==> src/rtl/seq_mag_comparator_if.sv <==
// Handshake and operand/result bundle for the sequential magnitude comparator.
// The master issues compares; the slave (the comparator) returns the result flags.
interface seq_mag_comparator_if #(
   parameter int WIDTH = 16
);
   logic             start;
   logic             signed_mode;
   logic [WIDTH-1:0] A;
   logic [WIDTH-1:0] B;
   logic             busy;
   logic             done;
   logic             AgB;
   logic             AlB;
   logic             AeqB;

   modport master (
      output start, signed_mode, A, B,
      input  busy, done, AgB, AlB, AeqB
   );

   modport slave (
      input  start, signed_mode, A, B,
      output busy, done, AgB, AlB, AeqB
   );
endinterface

==> src/rtl/seq_mag_comparator.sv <==
// Multi-cycle MSB-first magnitude comparator: one DIGIT-bit slice per clock,
// early exit on the first differing slice, unsigned or two's-complement.
//
//   state | meaning
//   IDLE  | waiting for start; results hold last compare
//   RUN   | comparing slice idx of the latched operands
module seq_mag_comparator #(
   parameter int WIDTH = 16,
   parameter int DIGIT = 2
) (
   input logic               clk,
   input logic               rst,
   seq_mag_comparator_if.slave bus
);

   localparam int NSLICE = WIDTH / DIGIT;
   localparam int IDX_W  = (NSLICE > 1) ? $clog2(NSLICE) : 1;
   localparam logic [IDX_W-1:0] LAST_IDX = IDX_W'(NSLICE - 1);
   localparam logic [WIDTH-1:0] MSB_MASK = WIDTH'(1) << (WIDTH - 1);

   typedef enum logic {
      IDLE = 1'b0,
      RUN  = 1'b1
   } state_t;

   state_t           state, state_nxt;
   logic [IDX_W-1:0] idx, idx_nxt;
   logic [WIDTH-1:0] a_sh, a_nxt;
   logic [WIDTH-1:0] b_sh, b_nxt;
   logic             done_r, done_nxt;
   logic             agb, agb_nxt;
   logic             alb, alb_nxt;
   logic             aeqb, aeqb_nxt;

   logic [DIGIT-1:0] slice_a;
   logic [DIGIT-1:0] slice_b;
   logic [WIDTH-1:0] sign_flip;

   // Operands are shifted left each cycle so the live slice is always the top
   // DIGIT bits, avoiding a WIDTH-wide slice multiplexer.
   assign slice_a   = a_sh[WIDTH-1 -: DIGIT];
   assign slice_b   = b_sh[WIDTH-1 -: DIGIT];

   // Flipping the sign bit maps two's-complement order onto unsigned order;
   // only slice 0 contains that bit, so the rest compare unsigned naturally.
   assign sign_flip = bus.signed_mode ? MSB_MASK : '0;

   always_ff @(posedge clk or posedge rst) begin
      if (rst) begin
         state  <= IDLE;
         idx    <= '0;
         a_sh   <= '0;
         b_sh   <= '0;
         done_r <= 1'b0;
         agb    <= 1'b0;
         alb    <= 1'b0;
         aeqb   <= 1'b0;
      end else begin
         state  <= state_nxt;
         idx    <= idx_nxt;
         a_sh   <= a_nxt;
         b_sh   <= b_nxt;
         done_r <= done_nxt;
         agb    <= agb_nxt;
         alb    <= alb_nxt;
         aeqb   <= aeqb_nxt;
      end
   end

   always_comb begin
      state_nxt = state;
      idx_nxt   = idx;
      a_nxt     = a_sh;
      b_nxt     = b_sh;
      done_nxt  = 1'b0;
      agb_nxt   = agb;
      alb_nxt   = alb;
      aeqb_nxt  = aeqb;

      case (state)
         IDLE: begin
            if (bus.start) begin
               a_nxt     = bus.A ^ sign_flip;
               b_nxt     = bus.B ^ sign_flip;
               idx_nxt   = '0;
               state_nxt = RUN;
            end
         end

         RUN: begin
            if (slice_a != slice_b) begin
               agb_nxt   = (slice_a > slice_b);
               alb_nxt   = (slice_a < slice_b);
               aeqb_nxt  = 1'b0;
               done_nxt  = 1'b1;
               state_nxt = IDLE;
            end else if (idx == LAST_IDX) begin
               agb_nxt   = 1'b0;
               alb_nxt   = 1'b0;
               aeqb_nxt  = 1'b1;
               done_nxt  = 1'b1;
               state_nxt = IDLE;
            end else begin
               idx_nxt = idx + IDX_W'(1);
               a_nxt   = a_sh << DIGIT;
               b_nxt   = b_sh << DIGIT;
            end
         end

         default: state_nxt = IDLE;
      endcase
   end

   assign bus.busy = (state == RUN);
   assign bus.done = done_r;
   assign bus.AgB  = agb;
   assign bus.AlB  = alb;
   assign bus.AeqB = aeqb;

endmodule

==> src/flat_wrapper.sv <==
// flat-port wrapper written by rule: the top's interface ports become plain ports
module seq_mag_comparator_flat 
#(
   parameter int WIDTH = 16,
   parameter int DIGIT = 2
)
  (clk, rst, bus_start, bus_signed_mode, bus_A, bus_B, bus_busy, bus_done, bus_AgB, bus_AlB, bus_AeqB);
  seq_mag_comparator_if #(.WIDTH(WIDTH)) bus_i ();
  input logic clk;
  input logic rst;
  input wire logic [$bits(bus_i.start)-1:0] bus_start;
  input wire logic [$bits(bus_i.signed_mode)-1:0] bus_signed_mode;
  input wire logic [$bits(bus_i.A)-1:0] bus_A;
  input wire logic [$bits(bus_i.B)-1:0] bus_B;
  output wire logic [$bits(bus_i.busy)-1:0] bus_busy;
  output wire logic [$bits(bus_i.done)-1:0] bus_done;
  output wire logic [$bits(bus_i.AgB)-1:0] bus_AgB;
  output wire logic [$bits(bus_i.AlB)-1:0] bus_AlB;
  output wire logic [$bits(bus_i.AeqB)-1:0] bus_AeqB;
  assign bus_i.start = bus_start;
  assign bus_i.signed_mode = bus_signed_mode;
  assign bus_i.A = bus_A;
  assign bus_i.B = bus_B;
  assign bus_busy = bus_i.busy;
  assign bus_done = bus_i.done;
  assign bus_AgB = bus_i.AgB;
  assign bus_AlB = bus_i.AlB;
  assign bus_AeqB = bus_i.AeqB;
  seq_mag_comparator #(.WIDTH(WIDTH), .DIGIT(DIGIT)) u_core (.clk(clk), .rst(rst), .bus(bus_i));
endmodule
==> config.mk <==
export PLATFORM = sky130hd
export DESIGN_NAME = seq_mag_comparator_flat
export DESIGN_NICKNAME = d
export VERILOG_FILES = /design/src/rtl/seq_mag_comparator_if.sv /design/src/rtl/seq_mag_comparator.sv /design/src/flat_wrapper.sv
export SDC_FILE = /design/constraint.sdc
export NUM_CORES = 1
export LEC_CHECK = 0
export CORE_MARGIN = 4
export CORE_UTILIZATION = 45
export DETAILED_ROUTE_END_ITERATION = 10
export PLACE_DENSITY_LB_ADDON = 0.05
export SYNTH_ARGS = -nofsm -noshare
export SYNTH_HDL_FRONTEND = slang
export SYNTH_SLANG_ARGS = --single-unit
==> constraint.sdc <==
create_clock -name clk -period 3.92 [get_ports clk]
set_clock_uncertainty 0.15 [all_clocks]
set_input_delay 0.588 -clock clk [delete_from_list [all_inputs] [get_ports clk]]
set_output_delay 0.588 -clock clk [all_outputs]
set_load 0.01 [all_outputs]
==> flow_metrics.py, run 1 <==
metrics = {
    "layout": {
        "diodes": 0,
        "area_growth_pct": 27.78,
        "final_area_mm2": 0.002446,
        "n_fill_cell": 332,
        "layout-drive-gt1-share_pct": 13.04,
        "regArea_mm2": 0.001001,
        "finalCoreUtilization_pct": 60.28,
        "final_cell_mix": "clkdlybuf4s50_1 (40), dfrtp_1 (40), mux2i_1 (26), nor3_1 (26), a21oi_1 (17)",
        "multi_input_area_um2": 810.8,
        "nNetsFinal": 246,
    },
    "critical_path": {
        "crit_start": "u_core.bus.busy$_DFF_PP0_",
        "critPathMaxFanout": 10,
        "rr_worst_depth": 6,
        "critPathCaptureType": "output port",
        "required_ps": 3180,
        "critPathLaunchType": "flop",
        "rr_endpoint": "u_core.a_sh[8]$_DFFE_PP0P_",
        "critPathSlowestCell": "clkdlybuf4s50_1",
        "critPathMaxStageDelay_ps": 620,
        "rr_startpoint": "u_core.idx[0]$_DFFE_PP0P_",
        "path_buf_inv": 1,
        "r2r_slack_ps": 1800,
        "cp_cell_sequence": "clkdlybuf4s50_1",
        "cp_top_family": "buffers and inverters",
        "arrival_ps": 1510,
        "criticalPathCategory": "flop to output port",
    },
    "placement": {
        "place_area_mm2": 0.002338,
        "io_buffers": 40,
        "hpwl_mm": 2.727,
        "post-place-ws_ps": 1355,
        "place_congestion": 0.7198,
    },
    "power": {
        "p_leak_nw": 1.045,
        "p_per_area_mw_per_mm2": 777.3,
        "irDropWorstVdd_mv": 0.4097,
    },
    "clock_network": {
        "clkSinkCount": 40,
        "clk_pin_slew_ps": 80,
        "cts_root_buffer": "clkbuf_8",
        "clkLatencyLatePin_ps": 290,
        "cts_buffers": 5,
        "cts_tree": "done",
        "cts-htree-levels": 2,
        "cts_max_path_buffers": 2,
        "postCtsHoldBufs": 0,
        "postCtsSetupRepairBufs": 0,
        "cts_resized": 0,
    },
    "worst_hold_path": {
        "min_from": "u_core.idx[1]$_DFFE_PP0P_",
        "hold_end": "u_core.idx[1]$_DFFE_PP0P_",
        "hold_class": "flop to flop",
        "whs_path_depth": 1,
    },
    "sta": {
        "grt_setup_unrepaired": "false",
        "layout_setup_ws_ps": 1672,
        "fin_crit_ps": 2248,
        "relSlewSlack_pct": 23.88,
        "finalHoldViolations": 0,
        "fmax_mhz": 444.9,
        "setup_viol": 0,
        "period_share_pct": 57.34,
        "slew_violations": 0,
        "worstMarginPinSlew_ps": 1140,
        "timing.setup.tns_ps": 0,
    },
    "yosys": {
        "netlist_instances": 168,
        "synth-simple-area-share_pct": 9.673,
        "synthAdderAreaFrac_pct": 2.614,
        "synth_top_family_by_area": "multiplexers",
        "synth_cell_types": 28,
        "synth-warning-count": 0,
        "synth_compound_area_share_pct": 14.25,
        "ys_seq_elements": 40,
        "yosys.area_share.xor_xnor_pct": 0.9150,
        "syn_avg_cell_area_um2": 11.39,
        "synthMuxAreaShare_pct": 14.77,
        "syn_area_mm2": 0.001914,
        "syn-num-nets": 208,
        "ys_seq_area_share_pct": 52.29,
    },
    "routing": {
        "drt-wirelength-per-cell_um": 15.75,
        "first_pass_iters": 2,
        "drtAntennaViolNets": 0,
        "viasPerCell": 5.331,
        "vias": 1370,
        "drt_iter0_markers": 68,
        "drcViolationCount": 0,
        "wirelength_mm": 4.049,
    },
    "global_routing": {
        "antenna_found_initial": 0,
        "grt_usage_pct": 16.57,
        "gr-total-overflow": 0,
        "grt_max_degree": 34,
        "grt_pass1_vias": 1416,
        "grt_pass1_wl_mm": 6.762,
    },
    "floorplanning": {
        "start_util_pct": 47.18,
        "die_h_um": 73.23,
        "fp-row-count": 23,
        "io_pins": 41,
        "fp.coreArea_mm2": 0.004058,
        "dieArea_mm2": 0.005362,
        "die_w_um": 73.23,
    },
    "run_status": {
        "status": "completed",
    },
    "flow_run": {
        "max_cap_violations": 0,
    },
}
==> layer usage <==
metal	global-route usage, %	wire length [µm]	up-vias
met1	22.44	1900	663
met5	0	0	-
met3	4.545	201	5
met4	5.533	54	0
met2	25.62	1892	29
li1	-	-	673
==> final cells by class <==
type                    instances  share of cell area [%]
clock buffers                   6                   2.967
clock inverters                 2                   1.432
inverters                       7                   1.074
multi-input cells             107                   33.15
flip-flops and latches         40                   40.92
well taps                      50                   2.558
repair buffers                 45                   17.90
==> report_power, final <==
group	total [mW]	switching (mW)	internal [mW]
logic	0.848	0.458	0.390
clock network	0.327	0.138	0.189
registers	0.727	0.119	0.608
total	1.90	0.715	1.19
==> stage by stage <==
stage | hold WS [ps] | power, mW | std cells
final | 360.3 | 1.901 | 257
after global routing | 383.1 | 2.044 | 257
after CTS | 370.2 | 1.925 | 257
after detailed placement | 346.5 | 1.591 | 249
after global placement | 333.4 | 1.547 | 249
after floorplan | 315.6 | 1.391 | 168
==> how the worst max path moves through the flow <==
stage	end	slack, ps	cells past startpoint
3_3_place_gp	u_core.b_sh[11]$_DFFE_PP0P_	1440	6
4_1_cts	bus_busy	1660	1
3_5_place_dp	u_core.a_sh[3]$_DFFE_PP0P_	1360	6
5_1_grt	u_core.a_sh[10]$_DFFE_PP0P_	1570	6
2_1_floorplan	u_core.a_sh[11]$_DFFE_PP0P_	2130	9
6_report	bus_busy	1670	1
==> flip-flops by register name (all words and copies together), names as in the netlist <==
name and flops:
u_core.bus.busy 1, u_core.bus.AgB 1, u_core.idx 3, u_core.bus.done 1, u_core.bus.AeqB 1, u_core.b_sh 16
u_core.a_sh 16, u_core.bus.AlB 1
==> kinds of logic after synthesis <==
logic type	after synthesis
XOR/XNOR	2
AND/OR/NAND/NOR	33
flip-flops	40
multiplexers	28
AO/OA/AOI/OAI	40
adder cells (fa/ha/maj)	4
buffers and inverters	21
==> cell usage after synthesis <==
cell      number  share of area [%]
buf_6          2                1.2
xor2_1         2               0.92
and2_1         1               0.33
a21oi_1       17                4.4
nor3_1        26                6.8
clkbuf_1       3               0.59
nor2b_1        1               0.33
buf_1          2               0.39
mux2_2         1               0.59
nand2_1        2               0.39
a21oi_2       10                4.6
inv_2          1               0.20
a21bo_2        1               0.52
mux2_1         1               0.59
nand3_1        1               0.26
nor2_8         1                1.0
a22oi_1        2               0.78
o21ai_0        1               0.26
buf_4          1               0.39
mux2i_1       26                 14
a22o_1         6                2.7
a21boi_0       1               0.39
buf_2          6                1.6
ha_1           4                2.6
and4b_1        1               0.52
inv_1          6                1.2
o21ai_1        2               0.52
dfrtp_1       40                 52
No activity file was read; power rests on OpenSTA's default activity.
==> run 2: changes to the inputs <==
==> constraint.sdc (replaced) <==
create_clock -name clk -period 2.1 [get_ports clk]
set_clock_uncertainty 0.15 [all_clocks]
set_input_delay 0.315 -clock clk [delete_from_list [all_inputs] [get_ports clk]]
set_output_delay 0.315 -clock clk [all_outputs]
set_load 0.01 [all_outputs]
==> run 2 against run 1 <==
  * Cell area grew 1.8%
  * Die area is the same
  * Global-route usage is 0.15 points higher
  * Final cell count rose by 0.39%
  * Combinational power rose by 100%
  * Clock-buffer cell count up 2
  * Largest cell class unchanged
  * First-iteration DRC count fell by 7.4%
  * Clock power rose by 61%
==> flow_metrics.py, run 2 (synthesis gave the netlist of run 1 again) <==
metrics = {
    "sta": {
        "fmax_mhz": 491.3,
        "relSlewSlack_pct": 60.43,
        "layout_setup_ws_ps": 64.57,
        "setup_viol": 0,
        "slew_violations": 0,
        "fin_crit_ps": 2035,
        "grt_setup_unrepaired": "false",
        "timing.setup.tns_ps": 0,
        "timing.hold.ws_ps": 219.0,
        "worstMarginPinSlew_ps": 592.3,
        "finalHoldViolations": 0,
        "period_share_pct": 96.93,
    },
    "routing": {
        "viasPerCell": 5.415,
        "drt_iter0_markers": 63,
        "vias": 1397,
        "drcViolationCount": 0,
        "first_pass_iters": 4,
        "drtAntennaViolNets": 0,
        "drt-wirelength-per-cell_um": 15.48,
        "wirelength_mm": 3.995,
    },
    "layout": {
        "regArea_mm2": 0.001001,
        "top_regs": "u_core.a_sh x16, u_core.b_sh x16, u_core.idx x3",
        "n_fill_cell": 329,
        "nNetsFinal": 247,
        "area_growth_pct": 30.13,
        "diodes": 0,
        "multi_input_area_um2": 815.8,
        "final_cell_mix": "clkdlybuf4s50_1 (40), dfrtp_1 (40), mux2i_1 (26), nor3_1 (26), a21oi_1 (17)",
        "layout-drive-gt1-share_pct": 12.98,
    },
    "floorplanning": {
        "die_w_um": 73.23,
        "die_h_um": 73.23,
        "start_util_pct": 47.18,
        "fp.coreArea_mm2": 0.004058,
        "dieArea_mm2": 0.005362,
        "io_pins": 41,
        "fp-row-count": 23,
    },
    "critical_path": {
        "r2r_slack_ps": 190,
        "required_ps": 1630,
        "critPathLaunchType": "flop",
        "critPathMaxFanout": 30,
        "arrival_ps": 1570,
        "criticalPathCategory": "flop to output port",
        "critPathCaptureType": "output port",
    },
    "power": {
        "irDropWorstVdd_mv": 0.5620,
        "finalPower_mw": 3.591,
        "p_leak_nw": 1.061,
        "p_per_area_mw_per_mm2": 1442,
    },
    "clock_network": {
        "cts_max_path_buffers": 2,
        "clkSinkCount": 40,
        "cts-htree-levels": 2,
        "cts_tree": "done",
        "postCtsSetupRepairBufs": 0,
        "clk_pin_slew_ps": 70,
        "cts_root_buffer": "clkbuf_8",
        "clkLatencyLatePin_ps": 290,
        "cts_buffers": 5,
    },
    "global_routing": {
        "grt_pass1_vias": 1480,
        "grt_max_degree": 41,
        "grt_pass1_wl_mm": 6.851,
        "antenna_found_initial": 0,
        "grt_usage_pct": 16.72,
        "gr-total-overflow": 0,
    },
    "run_status": {
        "status": "completed",
    },
    "placement": {
        "io_buffers": 40,
        "post-place-ws_ps": -273.1,
        "hpwl_mm": 2.766,
        "place_congestion": 0.7907,
    },
    "flow_run": {
        "max_cap_violations": 0,
    },
    "worst_hold_path": {
        "hold_class": "primary input to async pin",
    },
}
==> run 2: changes by cell type in the layout (fill, tap and decap cells not counted), sizes merged <==
cell | before | now
buf | 5 | 6
bufinv | 1 | 0
clkbuf | 6 | 8
clkinv | 1 | 0
==> run 2: cell type report <==
| type | count | area share (%) |
|---|---|---|
| Timing Repair Buffer | 46 | 19.89 |
| Sequential cell | 40 | 40.18 |
| Tap cell | 50 | 2.511 |
| Multi-Input combinational cell | 107 | 32.75 |
| Inverter | 7 | 1.055 |
| Clock buffer | 8 | 3.616 |
==> run 2: through the flow <==
step	cells	utilization [%]	area, µm²
floorplan	168	-	1914
global placement	250	58.74	2384
detailed placement	250	58.74	2384
CTS	258	61.15	2481
global route	258	61.39	2491
finish	258	61.39	2491
==> run 2: layer usage <==
layer	vias up	part of all wire (%)	track usage, %
li1	677	-	-
met1	686	46	21.33
met2	29	49	27.31
met3	5	4.4	4.683
met4	0	1.4	5.533
met5	-	0	0
==> run 2: worst max-delay path, stage by stage (launching register included) <==
cell	delay [ps]
dfrtp_1	440
buf_12	250
clkdlybuf4s50_1	570
==> run 2: what timing repair did <==
| action | in CTS | in global routing |
|---|---|---|
| gates resized for setup | 2 | 2 |
| setup endpoints to repair | 1 | 30 |
| hold buffers | 0 | 0 |
==> run 2: power breakdown <==
part,switching (mW),internal [mW],leakage (nW)
clock,0.260,0.268,0.0455
sequential,0.204,1.13,0.464
combinational,0.885,0.840,0.552
==> run 2: path summary, 6_finish.rpt <==
path                                           start                          end  cells after the start
hold reg to reg            u_core.idx[1]$_DFFE_PP0P_    u_core.idx[1]$_DFFE_PP0P_                      1
max in group asynchronous                        rst   u_core.a_sh[4]$_DFFE_PP0P_                      3
min in group clk           u_core.idx[1]$_DFFE_PP0P_    u_core.idx[1]$_DFFE_PP0P_                      1
setup / recovery           u_core.bus.busy$_DFF_PP0_                     bus_busy                      2
hold / removal                                   rst   u_core.b_sh[2]$_DFFE_PP0P_                      3
setup reg to reg           u_core.idx[0]$_DFFE_PP0P_  u_core.a_sh[15]$_DFFE_PP0P_                      7
==> RTL edit (config.mk and constraints of run 2) <==
`WIDTH` is set to 16 in 3 places; all go to 8.
--- a/src/rtl/seq_mag_comparator_if.sv
+++ b/src/rtl/seq_mag_comparator_if.sv
@@ -3,3 +3,3 @@
 interface seq_mag_comparator_if #(
-   parameter int WIDTH = 16
+   parameter int WIDTH = 8
 );
--- a/src/rtl/seq_mag_comparator.sv
+++ b/src/rtl/seq_mag_comparator.sv
@@ -7,3 +7,3 @@
 module seq_mag_comparator #(
-   parameter int WIDTH = 16,
+   parameter int WIDTH = 8,
    parameter int DIGIT = 2
--- a/src/flat_wrapper.sv
+++ b/src/flat_wrapper.sv
@@ -3,3 +3,3 @@
 #(
-   parameter int WIDTH = 16,
+   parameter int WIDTH = 8,
    parameter int DIGIT = 2
Ports: changed (resized bus_A and bus_B); port bits go from 41 to 25. No check against the original RTL was run, so the function may have changed too.
==> RTL edit against run 2 <==
Routed wire length is 49% lower. Worst setup slack better by 0.15 ns. Utilization is 1.3 points higher. Power is 44% lower. Cell area is 43% lower. Register-to-register slack better by 0.15 ns. Global-route usage is 3.4 points lower. Area after synthesis is 43% lower. Combinational power is 42% lower. Largest power group unchanged. Sequential cell count is 17 lower. Fmax is 7.8% higher.
==> RTL edit: results (changes against run 2) <==
- Status: completed
- Synth Area in XOR/XNOR: 1.593% (+0.68 points)
- LEAKAGE: 0.6450 nW (-39%)
- Initial antenna violation count: 0 (unchanged)
- Routed Wire Length: 2054 um (-49%)
- Synth cell types: 25 (-11%)
- N_diodes: 0 (unchanged)
- Cell family with most CP delay: buffers and inverters
- Post-synth net total: 116 (-44%)
- Gr usage total: 13.34% (-3.4 points)
- Post-synthesis mux area share: 9.101% (-5.7 points)
- H-Tree Depth: 1 (-1)
- Layout cells sized above 1: 18.85% (+5.9 points)
- HPWL Detailed: 1577 um (-43%)
- Final Wtd Congestion: 0.7724 (-2.3%)
- Dpl cells: 146 (-42%)
- Synth cell count leaders: 23 x dfrtp_1, 11 x nand3_1, 10 x mux2i_1, 8 x o21ai_2, 6 x inv_1
- Post-Synth Adder-Cell Area: 3.413% (+0.80 points)
- DR iter-0 viols: 8 (-87%)
- Post-synthesis compound-gate area fraction: 17.52% (+3.3 points)
- Grt met3 use: 4.299% (-0.38 points)
- Worst vdd ir: 0.7799 mV (+39%)
- PortBufs: 24 (-40%)
- CTS Buf Count: 3 (-2)
- Vias in the first global route: 742 (-50%)
- Arrival @ worst endpoint: 1.42 ns (-0.15 ns)
- GR Layer Usage met2: 21.61% (-5.7 points)
- M1 GR Usage: 16.50% (-4.8 points)
- Rel. slew slack: 77.09% (+17 points)
- Routed vias: 776 (-44%)
- Post-DR wirelength/cell: 13.69 um (-12%)
- Synth area leaders: dfrtp_1 52%, mux2i_1 9.1%, o21ai_2 6.4%
- First-pass GRT wire length: 3394 um (-50%)
- CP max stage delay: 0.58 ns
- Largest net degree at the start of global routing: 24 (-41%)
- Worst min path class: input pin to async pin
- Filler cell count: 196 (-40%)
- Setup violators final: 0 (unchanged)
- CTS clk-pin slew, worst paths: 0.13 ns (+0.06 ns)
- Area after DPL: 1395 um^2 (-41%)
- Max FO, Critical Path: 11 (-63%)
- Register area share after synthesis: 52.33% (about the same)
- Avg Inst Size Synth: 11.83 um^2 (+3.8%)
- CTS Root Cell: clkbuf_4
- Worst-Skew Late Latency: 0.32 ns (+0.03 ns)
- Top Registers: u_core.a_sh x8, u_core.b_sh x8, u_core.idx x2
RTL edit: power breakdown:
part | total (W) | switching [W] | internal (W)
registers | 0.000779 | 0.000131 | 0.000648
logic | 0.00101 | 0.000497 | 0.000514
clock network | 0.000210 | 0.000137 | 0.0000727
RTL edit: worst paths after layout:
kind / start / end / slack [ns] / cells after the start
worst max-delay path: u_core.bus.busy$_DFF_PP0_ / bus_busy / 0.21 / 1
worst min-delay path: rst / u_core.b_sh[1]$_DFFE_PP0P_ / 0.16 / 3
worst max register to register: u_core.a_sh[7]$_DFFE_PP0P_ / u_core.b_sh[6]$_DFFE_PP0P_ / 0.34 / 5
worst min register to register: u_core.bus.AgB$_DFFE_PP0P_ / u_core.bus.AgB$_DFFE_PP0P_ / 0.36 / 1
max in group asynchronous: rst / u_core.bus.busy$_DFF_PP0_ / 1.41 / 3
min in group clk: u_core.bus.AgB$_DFFE_PP0P_ / u_core.bus.AgB$_DFFE_PP0P_ / 0.36 / 1
RTL edit: kinds of logic after synthesis:
| kind of cell | Yosys count |
|---|---|
| and+or+nand+nor | 19 |
| DFF | 23 |
| adders and majority gates | 3 |
| AOI/OAI and AO/OA | 25 |
| xor gates and xnor gates | 2 |
| buffers and inverters | 11 |
| muxes | 10 |
RTL edit: metrics by stage:
stage	setup slack (ns)	util [%]
finish	0.2122	62.67
global route	0.1370	62.67
global placement	0.3880	61.30
detailed placement	0.3671	61.30
floorplan	0.5201	-
CTS	0.03354	62.62
RTL edit: final cells by class:
type	count	share of cell area [%]
Tap cell	28	2.456
Inverter	6	1.579
Clock buffer	3	1.579
Timing Repair Buffer	30	20.88
Clock inverter	1	0.5263
Multi-Input combinational cell	59	32.54
Sequential cell	23	40.44
RTL edit: worst min-delay path: stages:
cell	delay, ns
clkdlybuf4s50_1	0.39
inv_1	0.05
buf_4	0.28
RTL edit: timing repair:
item | in CTS | in global routing
hold endpoints to repair | 0 | 0
gates resized for setup | 0 | 1
endpoints found under the setup margin | 0 | 1
RTL edit: per-layer routing:
| metal | vias up | wire length, um |
|---|---|---|
| met5 | - | 0 |
| met4 | 0 | 35 |
| met3 | 5 | 114 |
| met2 | 18 | 972 |
| met1 | 357 | 931 |
| li1 | 396 | - |
